`config.mk`:
```
export PLATFORM = sky130hd
export DESIGN_NAME = unidade_load_store
export DESIGN_NICKNAME = d
export VERILOG_FILES = /design/src/rtl/unidade_load_store_pkg.sv /design/src/rtl/unidade_load_store_alinha_subpalavra.sv /design/src/rtl/unidade_load_store.sv
export SDC_FILE = /design/constraint.sdc
export NUM_CORES = 1
export LEC_CHECK = 0
export BUFFER_PORTS_ARGS = -buffer_cell sky130_fd_sc_hd__buf_2
export CELL_PAD_IN_SITES_DETAIL_PLACEMENT = 1
export CELL_PAD_IN_SITES_GLOBAL_PLACEMENT = 1
export CORE_MARGIN = 4
export CORE_UTILIZATION = 41
export DETAILED_ROUTE_END_ITERATION = 8
export PLACE_DENSITY_LB_ADDON = 0.25
export SLEW_MARGIN = 30
export SYNTH_ARGS = -nofsm -noshare
export SYNTH_HDL_FRONTEND = slang
export SYNTH_SLANG_ARGS = --single-unit
```
`constraint.sdc`:
```
create_clock -name clock -period 6.2 [get_ports clock]
set_clock_uncertainty 0.05 [all_clocks]
set_input_delay 0.31 -clock clock [delete_from_list [all_inputs] [get_ports clock]]
set_output_delay 0.31 -clock clock [all_outputs]
set_load 0.1 [all_outputs]
```
`src/rtl/unidade_load_store_pkg.sv`:
```
// Shared definitions for the load/store unit: operation codes, FSM states
// and the request decoding helpers used at request acceptance.
package unidade_load_store_pkg;

    typedef enum logic [2:0] {
        OP_LW  = 3'b000,
        OP_LH  = 3'b001,
        OP_LHU = 3'b010,
        OP_LB  = 3'b011,
        OP_LBU = 3'b100,
        OP_SW  = 3'b101,
        OP_SH  = 3'b110,
        OP_SB  = 3'b111
    } op_t;

    typedef enum logic [1:0] {
        OCIOSO    = 2'd0,
        ACESSO    = 2'd1,
        ESCRITA   = 2'd2,
        CONCLUIDO = 2'd3
    } estado_t;

    localparam int PROFUNDIDADE_PADRAO = 31;

    function automatic logic eh_carga(input op_t op);
        return (op == OP_LW) || (op == OP_LH) || (op == OP_LHU) ||
               (op == OP_LB) || (op == OP_LBU);
    endfunction

    // Words need 4-byte alignment, halves 2-byte; bytes never fault here.
    function automatic logic desalinhado(input op_t op, input logic [1:0] faixa);
        logic r;
        r = 1'b0;
        case (op)
            OP_LW, OP_SW:          r = |faixa;
            OP_LH, OP_LHU, OP_SH:  r = faixa[0];
            default:               r = 1'b0;
        endcase
        return r;
    endfunction

endpackage

```
`src/rtl/unidade_load_store_alinha_subpalavra.sv`:
```
// Combinational lane logic: big-endian extraction with sign/zero extension
// for loads, and lane replacement of the old word for SH/SB.
module alinha_subpalavra
    import unidade_load_store_pkg::*;
(
    input  op_t         op,
    input  logic [1:0]  faixa,
    input  logic [31:0] palavra,
    input  logic [15:0] dado,
    output logic [31:0] carga,
    output logic [31:0] mescla
);

    logic [7:0]  lane [4];
    logic [15:0] meia_sel;
    logic [7:0]  byte_sel;

    genvar gi;
    generate
        for (gi = 0; gi < 4; gi++) begin : g_faixa
            localparam int ALTO = 31 - 8 * gi;
            logic       sel;
            logic [7:0] novo;

            assign lane[gi] = palavra[ALTO -: 8];
            // SH covers lanes {0,1} or {2,3}; even lane of a half takes the high byte.
            assign sel  = (op == OP_SB) ? (faixa == 2'(gi))
                        : ((op == OP_SH) && (faixa[1] == 1'(gi / 2)));
            assign novo = ((op == OP_SB) || ((gi % 2) == 1)) ? dado[7:0] : dado[15:8];
            assign mescla[ALTO -: 8] = sel ? novo : lane[gi];
        end
    endgenerate

    assign byte_sel = lane[faixa];
    assign meia_sel = faixa[1] ? palavra[15:0] : palavra[31:16];

    always_comb begin
        carga = palavra;
        case (op)
            OP_LH:   carga = {{16{meia_sel[15]}}, meia_sel};
            OP_LHU:  carga = {16'h0000, meia_sel};
            OP_LB:   carga = {{24{byte_sel[7]}}, byte_sel};
            OP_LBU:  carga = {24'h000000, byte_sel};
            default: carga = palavra;
        endcase
    end

endmodule

```
`src/rtl/unidade_load_store.sv`:
```
// Load/store unit in front of memoria_de_dados: converts byte-addressed CPU
// requests into word accesses, with read-modify-write for SH/SB.
module unidade_load_store
    import unidade_load_store_pkg::*;
#(
    parameter int PROFUNDIDADE = PROFUNDIDADE_PADRAO
) (
    input  logic        clock,
    input  logic        reset,
    input  logic        req,
    input  logic [2:0]  op,
    input  logic [31:0] endereco,
    input  logic [31:0] dado_Escrito,
    output logic [31:0] dado_Lido,
    output logic        pronto,
    output logic        erro,
    output logic        ocupado,
    output logic [25:0] mem_endereco,
    output logic        mem_memWrite,
    output logic [31:0] mem_dado_Escrito,
    input  logic [31:0] mem_dado_Lido
);

    estado_t     estado_q, estado_d;
    op_t         op_q, op_d;
    logic [27:0] addr_q, addr_d;
    logic [31:0] data_q, data_d;
    logic [31:0] mescla_q, mescla_d;
    logic [31:0] dado_q, dado_d;
    logic        erro_q, erro_d;

    logic        escreve_c;
    logic [31:0] wdata_c;
    logic [31:0] carga_c;
    logic [31:0] mescla_c;
    logic        falha_c;
    logic        unused_bits;

    // The top nibble of the byte address is outside memoria_de_dados' map.
    assign unused_bits = ^endereco[31:28];

    assign falha_c = desalinhado(op_t'(op), endereco[1:0]) ||
                     ({6'b0, endereco[27:2]} >= 32'(PROFUNDIDADE));

    alinha_subpalavra u_alinha (
        .op      (op_q),
        .faixa   (addr_q[1:0]),
        .palavra (mem_dado_Lido),
        .dado    (data_q[15:0]),
        .carga   (carga_c),
        .mescla  (mescla_c)
    );

    always_ff @(posedge clock) begin
        if (reset) begin
            estado_q <= OCIOSO;
            op_q     <= OP_LW;
            addr_q   <= '0;
            data_q   <= '0;
            mescla_q <= '0;
            dado_q   <= '0;
            erro_q   <= 1'b0;
        end else begin
            estado_q <= estado_d;
            op_q     <= op_d;
            addr_q   <= addr_d;
            data_q   <= data_d;
            mescla_q <= mescla_d;
            dado_q   <= dado_d;
            erro_q   <= erro_d;
        end
    end

    always_comb begin
        estado_d  = estado_q;
        op_d      = op_q;
        addr_d    = addr_q;
        data_d    = data_q;
        mescla_d  = mescla_q;
        dado_d    = dado_q;
        erro_d    = erro_q;
        escreve_c = 1'b0;
        wdata_c   = '0;
        case (estado_q)
            OCIOSO: begin
                if (req) begin
                    op_d   = op_t'(op);
                    addr_d = endereco[27:0];
                    data_d = dado_Escrito;
                    if (falha_c) begin
                        estado_d = CONCLUIDO;
                        erro_d   = 1'b1;
                        dado_d   = '0;
                    end else begin
                        estado_d = ACESSO;
                    end
                end
            end
            ACESSO: begin
                if (eh_carga(op_q)) begin
                    dado_d   = carga_c;
                    erro_d   = 1'b0;
                    estado_d = CONCLUIDO;
                end else if (op_q == OP_SW) begin
                    escreve_c = 1'b1;
                    wdata_c   = data_q;
                    dado_d    = '0;
                    erro_d    = 1'b0;
                    estado_d  = CONCLUIDO;
                end else begin
                    mescla_d = mescla_c;
                    estado_d = ESCRITA;
                end
            end
            ESCRITA: begin
                escreve_c = 1'b1;
                wdata_c   = mescla_q;
                dado_d    = '0;
                erro_d    = 1'b0;
                estado_d  = CONCLUIDO;
            end
            CONCLUIDO: estado_d = OCIOSO;
            default:   estado_d = OCIOSO;
        endcase
    end

    // Reset must suppress a write even on the edge it interrupts.
    assign mem_memWrite     = escreve_c & ~reset;
    assign mem_dado_Escrito = wdata_c;
    assign mem_endereco     = addr_q[27:2];
    assign dado_Lido        = dado_q;
    assign erro             = erro_q;
    assign pronto           = (estado_q == CONCLUIDO);
    assign ocupado          = (estado_q != OCIOSO);

endmodule

```
# [Word level (Yosys, flattened, before mapping)]
# Cells that the tools add are included.
[classes] n_lt_le_gt_ge=2 eq_ne=20 n_mux=36 bitwise=6 reduce_logical=19
[ops] operator="32-bit two-way mux" n=6
[ops] operator="32-bit case mux with 4 select lines" n=1
[ops] operator="32-bit case mux with 3 select lines" n=1
[ops] operator="32-bit case mux with 2 select lines" n=1
[ops] operator="8-bit two-way mux" n=7
[ops] operator="26-bit by 5-bit >= comparator with 1-bit output, second input constant" n=1
[ops] operator="3-bit == test, second input constant" n=6
[ops] operator="8-bit binary-select mux with 2-bit select" n=1
[ops] operator="16-bit two-way mux" n=1
[ops] operator="1-bit two-way mux" n=12
[ops] operator="3-bit by 2-bit == test with 1-bit output, second input constant" n=3
[ops] operator="2-bit == test, second input constant" n=4
[ops] operator="2-bit case mux with 4 select lines" n=1
[ops] operator="3-bit by 1-bit == test with 1-bit output, second input constant" n=2
[ops] operator="3-bit zero test" n=2
[ops] operator="1-bit logical OR" n=5
[ops] operator="2-bit by 1-bit == test with 1-bit output, second input constant" n=2
[ops] operator="2-bit zero test" n=2
[ops] operator="2-bit two-way mux" n=2
[ops] operator="2-bit inequality test, second input constant" n=2
[ops] operator="1-bit NOT" n=4
[ops] operator="1-bit case mux with 2 select lines" n=2
[ops] operator="4-bit AND reduction" n=1
[ops] operator="2-bit OR reduction" n=2
[ops] operator="other kinds (11)" n=12
[totals] reg_bits=130 inputBits=102 output_inout_bits=94 wordCells=90

# [Logic depth before layout (Yosys ltp)]
# Gate-level depths: netlist of run 1.
[logic_depth] depth_word=8 mapped_depth=8 depth_no_buf=7

# [Hierarchy]
# From an unflattened synthesis of run 1, not the netlist that was laid out.
[unflattened] hier_cells=879 hier_area_um2=7163.1
[by_module_without_submodules] module="unidade_load_store" instances=1 cells_each=706 area_each_um2=5766.8 seq_area_each_um2=2602.5
[by_module_without_submodules] module="alinha_subpalavra" instances=1 cells_each=173 area_each_um2=1396.3 seq_area_each_um2=0.0

# [Worst setup path before layout of run 1]
# No wires, ideal clock.
[synth_timing] kind="register to output" start="register estado_q[1]" end="output mem_memWrite" arrival_time_ps=3549 required_time_ps=5840 setup_slack_ps=2291 path_stages_with_launch=8 n_path_buf=2 path_cell_list="dfxtp_1 > inv_1 > ha_1 > and4b_1 > clkbuf_1 > clkbuf_1 > nor2_1 > nor3b_1"
[synth_via] elab_chain_len=3 elab_cells_between_ends=4 classes_between="2 x eq/ne; 1 x mux; 1 x bitwise"
[synth_lines] item="start, declared" line_no="unidade_load_store.sv:24" source="estado_t estado_q, estado_d;"
[synth_lines] item="start signal, assigned" line_no="unidade_load_store.sv:64" source="estado_q <= estado_d;"
[synth_lines] item="2-bit == test / 2-bit by 1-bit == test with 1-bit output (equally long branches)" line_no="unidade_load_store.sv:84" source="case (estado_q)"
[synth_lines] item="1-bit case mux with 2 select lines (*)" line_no="unidade_load_store.sv:84"
[synth_lines] item="1-bit AND (*)" line_no="unidade_load_store.sv:128" source="assign mem_memWrite = escreve_c & ~reset;"
[synth_lines] item="end, declared" line_no="unidade_load_store.sv:19" source="output logic mem_memWrite,"
# Every way passes the cells marked *; elsewhere a longest branch is shown, timed or not.

# [Worst setup path after layout of run 1]
[layout_timing] start="register op_q[2]" end="output mem_dado_Escrito[6]"
[layout_via] elab_chain_len=7 elab_cells_between_ends=13 classes_between="5 x eq/ne; 3 x mux; 5 x reduce/logical"
[layout_lines] item="start, declared" line_no="unidade_load_store.sv:25" source="op_t op_q, op_d;"
[layout_lines] item="start signal, assigned" line_no="unidade_load_store.sv:65" source="op_q <= op_d;"
[layout_lines] item="3-bit by 1-bit == test with 1-bit output / 3-bit zero test (equally long branches)" line_no="unidade_load_store_pkg.sv:26" source="return (op == OP_LW) || (op == OP_LH) || (op == OP_LHU) ||"
[layout_lines] item="1-bit logical OR (3 in series)" line_no="unidade_load_store_pkg.sv:26"
[layout_lines] item="1-bit logical OR" line_no="unidade_load_store_pkg.sv:27" source="(op == OP_LB) || (op == OP_LBU);"
[layout_lines] item="32-bit two-way mux (*)" line_no="unidade_load_store.sv:100" source="if (eh_carga(op_q)) begin"
[layout_lines] item="32-bit case mux with 2 select lines (*)" line_no="unidade_load_store.sv:84"
[layout_lines] item="end, declared" line_no="unidade_load_store.sv:20" source="output logic [31:0] mem_dado_Escrito,"
# Marks and branches as above.

==> metrics, run 1 <==
status=completed; r2r startpoint=op_q[2]$_SDFFE_PP0P_; area leader, netlist=dfxtp_1; Setup WS post-layout=3.00 ns; synth top area cells=dfxtp_1 38%, nand2_1 9.4%, mux2i_1 9.1%, a21oi_1 6.6%, nor2b_1 3.9%; FF-to-FF path depth=5; Die ar.=18,800 um^2; fill count=2,010; grt total ovfl=0; total wire length=22,700 um; type of the worst setup path=flip-flop to primary output; top cell type's share of synthesized area=38.0%; slew margin rel.=36.6%; Critical Path AT=2.84 ns; critical path startpoint=op_q[2]$_SDFFE_PP0P_; actual slew at the worst max-slew pin=0.950 ns; worst slack, placed=3.39 ns; CTS tree=built; Placed Instances=1,160; Chip Height=137 um; fmax=313 MHz; Final period util=51.6%; register bit count reported by yosys=130; Seq/Total Area, Yosys=38.0%; synth warn=0; via count=6,564; vias per cell=5.51; CTS Hold Bufs=0; Chip Width=137 um; antenna violations before repair=2; Pwr Total=3.78 mW; Worst-path clk slew=0.06 ns; Setup TNS Final=0 ns; worst skew pair latency=0.42 ns; Area growth, synth to finish=20.8%; Residual DRC=0; Avg Inst Size Synth=8.18 um^2; drt first pass iters=5; Hold Startpoint=dado_Escrito[12]; port bufs=191; R2R Path End=mescla_q[24]$_SDFFE_PP0P_; DP HPWL=16,000 um; Starting Density=42.5%; I/O pin count=196; unrepaired setup endpoints after global routing=no; vias in the first global route=6,679; fin nets=1,069; Pleak=3.31 nW; cell row count=46; Post-Syn Area=6850 um^2; crit path max fanout=33; Synth Flop Type=dfxtp_1; setup violators final=0; drt first-iter violations=422; Yosys cell types=49; r2r setup slk=3.48 ns; Non-Filler Instances=1,191; Synth async-reset ratio=0%; P per Cell Area=457 nW/um^2; Pins Over Slew Limit=0; WL per Instance=19.1 um; ANT cells=0; CTS buffer count=17; Critical Path RT=5.84 ns; EDFF count, synth=0; worst hold slack=0.0793 ns; Mapped Cells=837; GR Util All Layers=24.0%; final hold vios=0; Core Box Area=16,100 um^2; Post-DRT Antenna Nets=0; Placed Area=7660 um^2; CTS Buffer Depth=2; htree depth=4; Final Util=51.4%; RD Place Congestion=0.832; Post-CTS Setup Bufs=0; post-route minimum period=3.20 ns; layout cell share with drive strength beyond 1=26.3%; CTS Sinks=130; Synth Net Count=943; first-pass GRT wire length=35,500 um; Max Cap Viol=0; startpoint types=flip-flop; worst min-delay path class=input port to flip-flop; pin count of the biggest net entering global routing=55; Setup crit end kind=primary output; clock root buffer=clkbuf_16; Worst Setup EP=mem_dado_Escrito[6]; cts repair resizes=0; final instance area=8280 um^2; peak supply drop=0.000404 V
-- registers in the layout, indices dropped and copies added, names as in the netlist --
register,flops
addr_q,28
dado_Lido,32
data_q,32
erro,1
estado_q,2
mescla_q,32
op_q,3
-- cell type report --
cell class	count	area, um^2	share of cell area (%)
clock buffer	22	484	5.85
clock inverter	9	129	1.56
inverter	3	11.3	0.136
multi-input combinational	611	3750	45.4
sequential	130	2600	31.4
tap	216	270	3.27
timing repair buffer	200	1030	12.4
-- Yosys cell counts (all sizes together) (2+ instances only) --
| library cell | instances |
|---|---|
| nand2 | 171 |
| dfxtp | 130 |
| a21oi | 91 |
| mux2i | 62 |
| buf | 48 |
| clkbuf | 45 |
| nor2b | 43 |
| nand2b | 35 |
| nor2 | 33 |
| a22oi | 32 |
| o21ai | 27 |
| a211oi | 18 |
| o211ai | 17 |
| nand3 | 14 |
| mux2 | 12 |
| a2bb2oi | 9 |
| o221ai | 7 |
| o311ai | 7 |
| nor4 | 6 |
| ha | 4 |
| inv | 3 |
| nor3 | 3 |
| and2 | 2 |
| nand3b | 2 |
| nand4 | 2 |
-- layout by cell type, fill, tap and decap left out, types with 14 or more instances in the layout --
cell type	instances
nand3_1	14
nand2_1	170
o21ai_0	16
o211ai_1	17
a211oi_1	17
nor2b_1	43
a22oi_1	32
buf_2	190
nand2b_1	35
clkbuf_16	17
nor2_1	32
dfxtp_1	130
a21oi_1	90
mux2i_1	62
-- layer usage --
layer	track usage (%)	part of all wire, %	vias to the layer above
li1	-	-	3145
met1	30.4	43	3167
met2	39.8	48	214
met3	6.61	7.7	34
met4	7.15	1.8	4
met5	0	0.12	-
-- logic make-up (layout without fill, tap and decap cells) --
family                   Yosys count  count (layout)  share of synthesized area, %
buffers and inverters             96             234                          7.47
adder cells (fa/ha/maj)            4               4                         0.731
AND/OR/NAND/NOR                  318             318                          22.1
multiplexers                      74              74                          11.4
AO/OA/AOI/OAI                    214             214                          20.2
XOR/XNOR                           1               1                         0.128
flip-flops                       130             130                          38.0
-- critical path, cell delays in order, from the launching register on --
cell and delay (ns):
dfxtp_1 0.94, and4b_1 0.30, buf_4 0.37, a22oi_1 0.12
nor2b_1 0.20, buf_2 0.46
-- report_power, final --
group          leakage [nW]  internal (mW)  total [mW]  switching [mW]
Sequential             1.06          0.964        1.08           0.113
Combinational          1.96          0.436        1.66            1.22
Clock                 0.298          0.671        1.05           0.376
-- worst min-delay path by stage --
stage                                endpoint  slack (ns)  cells after the start
finish                data_q[12]$_SDFFE_PP0P_        0.08                      3
detailed placement    addr_q[11]$_SDFFE_PP0P_        0.40                      2
global placement      addr_q[22]$_SDFFE_PP0P_        0.39                      2
global route          data_q[21]$_SDFFE_PP0P_        0.07                      3
CTS                    data_q[2]$_SDFFE_PP0P_        0.06                      3
floorplan           mescla_q[10]$_SDFFE_PP0P_        0.38                      2
Power figures use the tool's default switching activity.
==> inputs of run 2 (changes only) <==
Settings changed: CORE_UTILIZATION 41 to 34.
Clock period 6.2 ns to 2.6 ns, I/O delays scaled along.
==> metrics, run 2 (same netlist as run 1, synthesis figures left out) <==
status=completed; CTS Buffer Depth=2 (unchanged); peak supply drop=0.000654 V (+62%); crit path max fanout=33 (unchanged); startpoint types=flip-flop; Max Cap Viol=0 (unchanged); FF-to-FF path depth=8 (+3); drt first-iter violations=351 (-17%); Chip Height=150 um (+9.2%); grt total ovfl=0 (unchanged); r2r setup slk=0.24 ns (-3.24 ns); I/O pin count=196 (unchanged); r2r startpoint=estado_q[1]$_SDFFE_PP0N_; R2R Path End=dado_Lido[6]$_SDFFE_PP0P_; commonest non-fill, non-tap cell in the layout=nand2_1; RD Place Congestion=0.810 (-2.7%); Die ar.=22,500 um^2 (+19%); type of the worst setup path=flip-flop to primary output; ANT cells=0 (unchanged); Setup crit end kind=primary output; Final period util=95.4%; unrepaired setup endpoints after global routing=no; Starting Density=34.9% (-7.7 points); setup violators final=0 (unchanged); CTS Sinks=130 (unchanged); worst hold slack=0.0287 ns (-0.0507 ns); vias in the first global route=7,211 (+8.0%); worst skew pair latency=0.42 ns (about the same); CTS buffer count=17 (unchanged); CTS tree=built; final instance area=9750 um^2 (+18%); Critical Path RT=2.42 ns (-3.42 ns); Sequential Area=2600 um^2 (about the same); Setup WS post-layout=0.121 ns (-2.88 ns); critical path startpoint=op_q[0]$_SDFFE_PP0P_; slew margin rel.=53.4% (+17 points); fmax=403 MHz; fill count=2,367 (+18%); fin nets=1,146 (+7.2%); worst slack, placed=0.253 ns (-3.14 ns); vias per cell=5.16 (-6.4%); antenna violations before repair=2 (unchanged); Placed Area=8480 um^2 (+11%); actual slew at the worst max-slew pin=0.698 ns (-0.252 ns); drt first pass iters=5 (unchanged); Setup TNS Final=0 ns (unchanged); htree depth=4 (unchanged); Critical Path AT=2.30 ns (-0.54 ns); P per Cell Area=967 nW/um^2 (+110%); Post-DRT Antenna Nets=0 (unchanged); post-route minimum period=2.48 ns; Post-CTS Setup Bufs=0 (unchanged); layout cell share with drive strength beyond 1=29.0% (+2.7 points); Placed Instances=1,223 (+5.4%); cell row count=51 (+11%); most frequent cells in the layout=170 x nand2_1, 157 x buf_2, 129 x dfxtp_1; Pins Over Slew Limit=0 (unchanged); via count=6,796 (+3.5%); Chip Width=150 um (+9.2%); final hold vios=0 (unchanged); Core Box Area=19,700 um^2 (+22%); Worst-path clk slew=0.06 ns (about the same); port bufs=191 (unchanged); Non-Filler Instances=1,317 (+11%); Residual DRC=0 (unchanged); Pwr Total=9.43 mW (+150%); Worst Setup EP=mem_memWrite; worst min-delay path class=input port to flip-flop; first-pass GRT wire length=38,700 um (+9.0%); Multi-input gate area=3830 um^2 (+2.0%); GR Util All Layers=21.9% (-2.1 points); Final Util=49.6% (-1.7 points); Pleak=3.77 nW (+14%); total wire length=24,700 um (+8.6%); WL per Instance=18.7 um (-1.8%); clock root buffer=clkbuf_16; Area growth, synth to finish=42.4%; pin count of the biggest net entering global routing=84 (+53%); DP HPWL=16,800 um (+5.3%)
run 2: cell count changes in the layout (fill, tap and decap cells not counted), sizes merged, moves of 2 or more:
cell	before	now
buf	200	214
clkinvlp	2	5
clkbuf	22	20
dlygate4sd3	0	63
clkinv	4	1
run 2: report_power, final:
| group | switching [mW] | total (mW) | leakage [nW] | internal [mW] |
|---|---|---|---|---|
| sequential | 0.256 | 2.56 | 1.06 | 2.30 |
| clock | 0.932 | 2.62 | 0.301 | 1.68 |
| combinational | 2.99 | 4.26 | 2.41 | 1.27 |
| total | 4.18 | 9.43 | 3.77 | 5.25 |
run 2: layout make-up:
type / count / share of cell area, %
Multi-Input combinational cell: 611 / 39.2
Sequential cell: 130 / 26.7
Timing Repair Buffer: 277 / 23.9
Clock buffer: 20 / 4.79
Tap cell: 265 / 3.40
Clock inverter: 11 / 1.81
Inverter: 3 / 0.154
run 2: worst min path at each step:
stage | startpoint | endpoint | slack [ns] | cells past startpoint
5_1_grt | mem_dado_Lido[21] | dado_Lido[21]$_SDFFE_PP0P_ | 0.03 | 3
6_report | mem_dado_Lido[27] | dado_Lido[27]$_SDFFE_PP0P_ | 0.03 | 3
2_1_floorplan | endereco[10] | addr_q[10]$_SDFFE_PP0P_ | 0.22 | 2
4_1_cts | mem_dado_Lido[27] | dado_Lido[27]$_SDFFE_PP0P_ | 0.007 | 3
3_5_place_dp | dado_Escrito[17] | data_q[17]$_SDFFE_PP0P_ | 0.33 | 3
3_3_place_gp | dado_Escrito[2] | data_q[2]$_SDFFE_PP0P_ | 0.33 | 3
run 2: timing repair:
item | CTS | global route
resized for setup | 1 | 1
hold endpoints to repair | 63 | 0
hold buffers | 63 | 0
setup endpoints to repair | 1 | 1
run 2: routing by layer:
| metal | vias to the layer above | wire [um] | track usage, % |
|---|---|---|---|
| li1 | 3300 | - | - |
| met1 | 3295 | 10500 | 26.6 |
| met2 | 172 | 12400 | 38.8 |
| met3 | 25 | 1340 | 5.45 |
| met4 | 4 | 323 | 5.12 |
| met5 | - | 20 | 0 |
run 2: critical path: stages (launching register included):
cell and delay, ns:
dfxtp_1 0.74, and4b_1 0.34, buf_12 0.21, nor2_1 0.08, nor3b_2 0.26, buf_12 0.21
